File: config.mk
export PLATFORM = sky130hd
export DESIGN_NAME = somador_sequencial
export DESIGN_NICKNAME = d
export VERILOG_FILES = /design/src/rtl/somador_sequencial.sv
export SDC_FILE = /design/constraint.sdc
export NUM_CORES = 1
export LEC_CHECK = 0
export BUFFER_PORTS_ARGS = -buffer_cell sky130_fd_sc_hd__buf_2
export CELL_PAD_IN_SITES_DETAIL_PLACEMENT = 0
export CELL_PAD_IN_SITES_GLOBAL_PLACEMENT = 1
export CORE_MARGIN = 2
export CORE_UTILIZATION = 40
export CTS_CLUSTER_DIAMETER = 120
export DETAILED_ROUTE_END_ITERATION = 16
export GPL_TIMING_DRIVEN = 0
export PLACE_DENSITY_LB_ADDON = 0.12
export SETUP_SLACK_MARGIN = 0.02
export SYNTH_ARGS = -nofsm -noshare
export SYNTH_HDL_FRONTEND = slang
export SYNTH_SLANG_ARGS = --single-unit
File: constraint.sdc
create_clock -name Clock -period 3.4 [get_ports Clock]
set_clock_uncertainty 0.2 [all_clocks]
set_input_delay 0.34 -clock Clock [delete_from_list [all_inputs] [get_ports Clock]]
set_output_delay 0.34 -clock Clock [all_outputs]
set_load 0.03 [all_outputs]
File: src/rtl/somador_sequencial.sv
// Sequential signed adder/subtractor that processes FATIA bits per clock.
// The operands are latched at start. The sum is built chunk by chunk, from the
// least significant chunk up, in a partial register. Resultado and the flags
// update only when the last chunk is done, so they always show the most
// recent completed operation.
//
// state   | meaning
// --------+-------------------------------------------------------------
// OCIOSO  | idle, waiting for Iniciar
// CALCULO | adding one chunk per clock (Ocupado=1)
// FIM     | one-cycle completion (Pronto=1); Iniciar here restarts at once
module somador_sequencial #(
    parameter int LARGURA = 8,
    parameter int FATIA   = 2
) (
    input  logic               Clock,
    input  logic               Resetn,
    input  logic               Iniciar,
    input  logic               Operacao,
    input  logic [LARGURA-1:0] Entrada1,
    input  logic [LARGURA-1:0] Entrada2,
    output logic [LARGURA-1:0] Resultado,
    output logic               Ocupado,
    output logic               Pronto,
    output logic               Carry,
    output logic               Overflow,
    output logic               Zero
);

    localparam int N     = LARGURA / FATIA;
    localparam int IDX_W = (N > 1) ? $clog2(N) : 1;

    typedef enum logic [1:0] {
        OCIOSO  = 2'd0,
        CALCULO = 2'd1,
        FIM     = 2'd2
    } estado_t;

    estado_t estado;
    estado_t proximo;

    logic [LARGURA-1:0] op_a;
    logic [LARGURA-1:0] op_b;       // already inverted for subtraction
    logic [LARGURA-1:0] parcial;
    logic [LARGURA-1:0] parcial_prox;
    logic [IDX_W-1:0]   indice;
    logic               vai_um;
    logic [FATIA-1:0]   fatia_a;
    logic [FATIA-1:0]   fatia_b;
    logic [FATIA-1:0]   soma_fatia;
    logic               carry_fatia;
    logic               ultima;
    logic               aceita;
    logic               overflow_prox;
    int                 base;

    assign ultima = (indice == IDX_W'(N - 1));
    // A start request is honoured in OCIOSO and FIM; it is ignored mid-operation.
    assign aceita = Iniciar && (estado != CALCULO);

    // State register with synchronous active-low reset.
    always_ff @(posedge Clock) begin
        if (!Resetn) estado <= OCIOSO;
        else         estado <= proximo;
    end

    // Next-state logic.
    always_comb begin
        proximo = estado;
        case (estado)
            OCIOSO:  if (Iniciar) proximo = CALCULO;
            CALCULO: if (ultima)  proximo = FIM;
            FIM:     proximo = Iniciar ? CALCULO : OCIOSO;
            default: proximo = OCIOSO;
        endcase
    end

    // Status outputs decoded directly from the state.
    always_comb begin
        Ocupado = (estado == CALCULO);
        Pronto  = (estado == FIM);
    end

    // One-chunk adder and the partial word with the current chunk merged in.
    always_comb begin
        base = int'(indice) * FATIA;
        fatia_a = op_a[base +: FATIA];
        fatia_b = op_b[base +: FATIA];
        {carry_fatia, soma_fatia} = {1'b0, fatia_a} + {1'b0, fatia_b}
                                    + {{FATIA{1'b0}}, vai_um};
        parcial_prox = parcial;
        parcial_prox[base +: FATIA] = soma_fatia;
        // Same-sign operands giving an opposite-sign sum is exactly
        // carry-into-MSB XOR carry-out-of-MSB, and needs no per-bit carry.
        overflow_prox = (op_a[LARGURA-1] == op_b[LARGURA-1]) &&
                        (soma_fatia[FATIA-1] != op_a[LARGURA-1]);
    end

    // Operand capture, chunk iteration and result/flag update.
    always_ff @(posedge Clock) begin
        if (!Resetn) begin
            op_a      <= '0;
            op_b      <= '0;
            parcial   <= '0;
            indice    <= '0;
            vai_um    <= 1'b0;
            Resultado <= '0;
            Carry     <= 1'b0;
            Overflow  <= 1'b0;
            Zero      <= 1'b1;
        end else if (aceita) begin
            op_a   <= Entrada1;
            op_b   <= Operacao ? ~Entrada2 : Entrada2;
            vai_um <= Operacao;
            indice <= '0;
        end else if (estado == CALCULO) begin
            parcial <= parcial_prox;
            vai_um  <= carry_fatia;
            indice  <= indice + 1'b1;
            if (ultima) begin
                Resultado <= parcial_prox;
                Carry     <= carry_fatia;
                Overflow  <= overflow_prox;
                Zero      <= (parcial_prox == '0);
            end
        end
    end

endmodule

==> out/qor.yml <==
logic_synthesis:
  yosys_warnings: 0
  yosysUniqueCellTypes: 38
  synth-edff-count: 0
  ys_top_cells_by_count: "nand2_1 (46), dfxtp_1 (40), o211a_1 (24), nor2b_1 (14), a21boi_0 (10)"
  avgSynthCellArea_um2: 9.92
  synthFlopType: "dfxtp_1"
  synthTopCellsByArea: "dfxtp_1 (40%), o211a_1 (12%), nand2_1 (8.6%)"
  syn-instance-count: 202
  yosysTopAreaCell: "dfxtp_1"
  async_reset_ff_share_pct: 0
  synth.top_cell.area_share_pct: 40.0
  syn-cell-area_um2: 2000
  yosysSeqAreaShare_pct: 40.0
  syn-num-nets: 230
  synth-seq-cells: 40
  synth_most_common_cell: "nand2_1"
routing:
  routed_wl_um: 4310
  via_count: 1534
  ant_nets: 0
  dr.pass1.iters: 4
  drcViolationCount: 0
  viasPerCell: 5.01
  dr.first_iter.drc_count: 95
  detail_route.wl_per_cell_um: 14.1
cells_and_area:
  post-route-util_pct: 48.7
  fill_cells: 493
  area_growth_pct: 16.3
  nets: 267
  num_antenna_cells: 0
  drive_above_1_share_pct: 25.5
floorplanning:
  coreArea_um2: 4790
  die_area_um2: 5590
  dieWidth_um: 74.8
  num_rows: 25
  initial_core_util_pct: 41.9
  ioPinCount: 33
  die_height_um: 74.8
power_and_ir_drop:
  power_density_nw_per_um2: 420
  irDropWorstVdd_mv: 0.192
  p_leak_nw: 1.19
place:
  port_buffers: 30
  dp_hpwl_um: 3080
  gp_congestion: 0.742
timing:
  setup_viol: 0
  finalSetupTns_ns: 0
  maxSlewViolCount: 0
  relSlewSlack_pct: 64.6
  fin_crit_ns: 3.17
  worst_pin_slew_ns: 0.532
  rsz0062_at_grt: "no"
  min_period_over_period_pct: 93.3
  fmax_mhz: 315
  final_hold_viol_count: 0
global_route:
  grt_overflow: 0
  grt_use_total_pct: 17.3
  grt_max_degree: 12
  grt_pass1_vias: 1464
  antenna_found_initial: 0
  grt_pass1_wl_um: 7200
clock_tree:
  cts_tree: "built"
  cts_buffers: 5
  clkTransAtPathRegs_ns: 0.08
  clk_root_buffer_cell: "clkbuf_8"
  postCtsHoldBufs: 0
  clk_path_buf_depth: 2
  clock_sinks: 40
  clk_latency_ns: 0.30
  h-tree-depth: 2
critical_path:
  cp.arrival_ns: 3.20
  slowest_stage: "mux4_2"
  path_buf_inv: 1
  cp_max_fo: 10
  crit_top_cell: "fa_1"
  cp_data_required_time_ns: 3.43
  cp_cell_sequence: "buf_4 > mux4_2 > fa_1 > fa_1 > nor2b_4 > a31oi_2 > nand4_1 > o211ai_2"
  path_class: "reg2reg"
  cp-start-kind: "flop"
  cp_top_family: "adder cells"
  cp-end-kind: "flop"
  slowest_delay_ns: 0.54
status:
  outcome: "finished, final reports clean"
min_path:
  min_path_type: "in2reg"
run:
  drv_cap: 0
per-stage QoR:
step / setup slack [ns] / instance area [µm²] / std cells / power [W] / hold slack [ns]
finish: 0.227 / 2330 / 306 / 0.000980 / 0.0820
global route: 0.0454 / 2330 / 306 / 0.00104 / 0.0886
CTS: 0.0560 / 2310 / 306 / 0.000981 / 0.0875
detailed placement: 0.0698 / 2240 / 299 / 0.000687 / 0.254
floorplan: 0.426 / 2000 / 202 / 0.000642 / 0.236
global placement: 0.0269 / 2240 / 299 / 0.000686 / 0.251
layout make-up:
| cell class | instances | area (µm²) | area share [%] |
|---|---|---|---|
| Clock inverter | 1 | 5.00 | 0.215 |
| Inverter | 4 | 17.5 | 0.752 |
| Timing Repair Buffer | 30 | 150 | 6.44 |
| Clock buffer | 6 | 72.6 | 3.11 |
| Tap cell | 67 | 83.8 | 3.60 |
| Multi-Input combinational cell | 146 | 1110 | 47.6 |
| Buffer | 12 | 91.3 | 3.92 |
| Sequential cell | 40 | 801 | 34.4 |
worst reg2reg max path, delay by kind of cell (launching register included):
| kind | cells | cell delay [ns] |
|---|---|---|
| buf+inv | 1 | 0.25 |
| compound gates | 2 | 0.43 |
| flops | 1 | 0.43 |
| mux | 1 | 0.55 |
| simple gates | 2 | 0.32 |
| fa+ha+maj | 2 | 0.93 |
registers in the layout (all words and copies together), names as in the netlist:
name and flops:
Carry 1, Overflow 1, Resultado 8, Zero 1, estado 2, indice 2
op_a 8, op_b 8, parcial 8, vai_um 1
what timing repair did:
item | CTS | global route
resized for setup | 0 | 3
setup endpoints to repair | 0 | 3
buffers inserted | 0 | 0
logic make-up after synthesis:
group | synth area share [%]
compound gates | 21.5
fa+ha+maj | 5.75
simple gates | 18.9
flops | 40.0
mux | 5.00
buf+inv | 5.43
xor+xnor | 3.50
where the power goes:
group	switching (W)	internal, W
logic	0.0000915	0.0000777
registers	0.0000167	0.000494
clock network	0.000160	0.000140
total	0.000268	0.000711
final timing paths:
path / start / to / slack, ns / cells past startpoint
min: Entrada1[4] / op_a[4] / 0.08 / 3
min reg2reg: parcial[6] / parcial[6] / 0.26 / 2
max reg2reg: indice[0] / Zero / 0.23 / 8
max: indice[0] / Zero / 0.23 / 8
layout by cell type (no fill, tap or decap), drive strengths merged:
master / Yosys / routed
nand2: 47 / 47
dfxtp: 40 / 40
buf: 9 / 39
o211a: 24 / 24
nor2b: 14 / 14
a21boi: 10 / 10
clkbuf: 3 / 9
xnor2: 8 / 8
ha: 6 / 6
a31oi: 5 / 5
nor2: 5 / 5
mux4: 4 / 4
inv: 4 / 4
nand4: 3 / 3
a21oi: 2 / 2
fa: 2 / 2
a41oi: 2 / 2
and2: 2 / 2
o211ai: 2 / 2
nand2b: 1 / 1
and2b: 1 / 1
nor3b: 1 / 1
nand3b: 1 / 1
a311oi: 1 / 1
o21ai: 1 / 1
and3: 1 / 1
nor3: 1 / 1
mux2i: 1 / 1
o22ai: 1 / 1
clkinv: 0 / 1
routing by layer:
metal / vias up / share of wire [%] / track usage, %
met4: 0 / 1.4 / 5.36
met3: 6 / 3.1 / 4.02
met2: 29 / 50 / 28.5
met5: - / 0 / 0
li1: 782 / - / -
met1: 717 / 46 / 22.7
(Power assumes the default switching activity.)
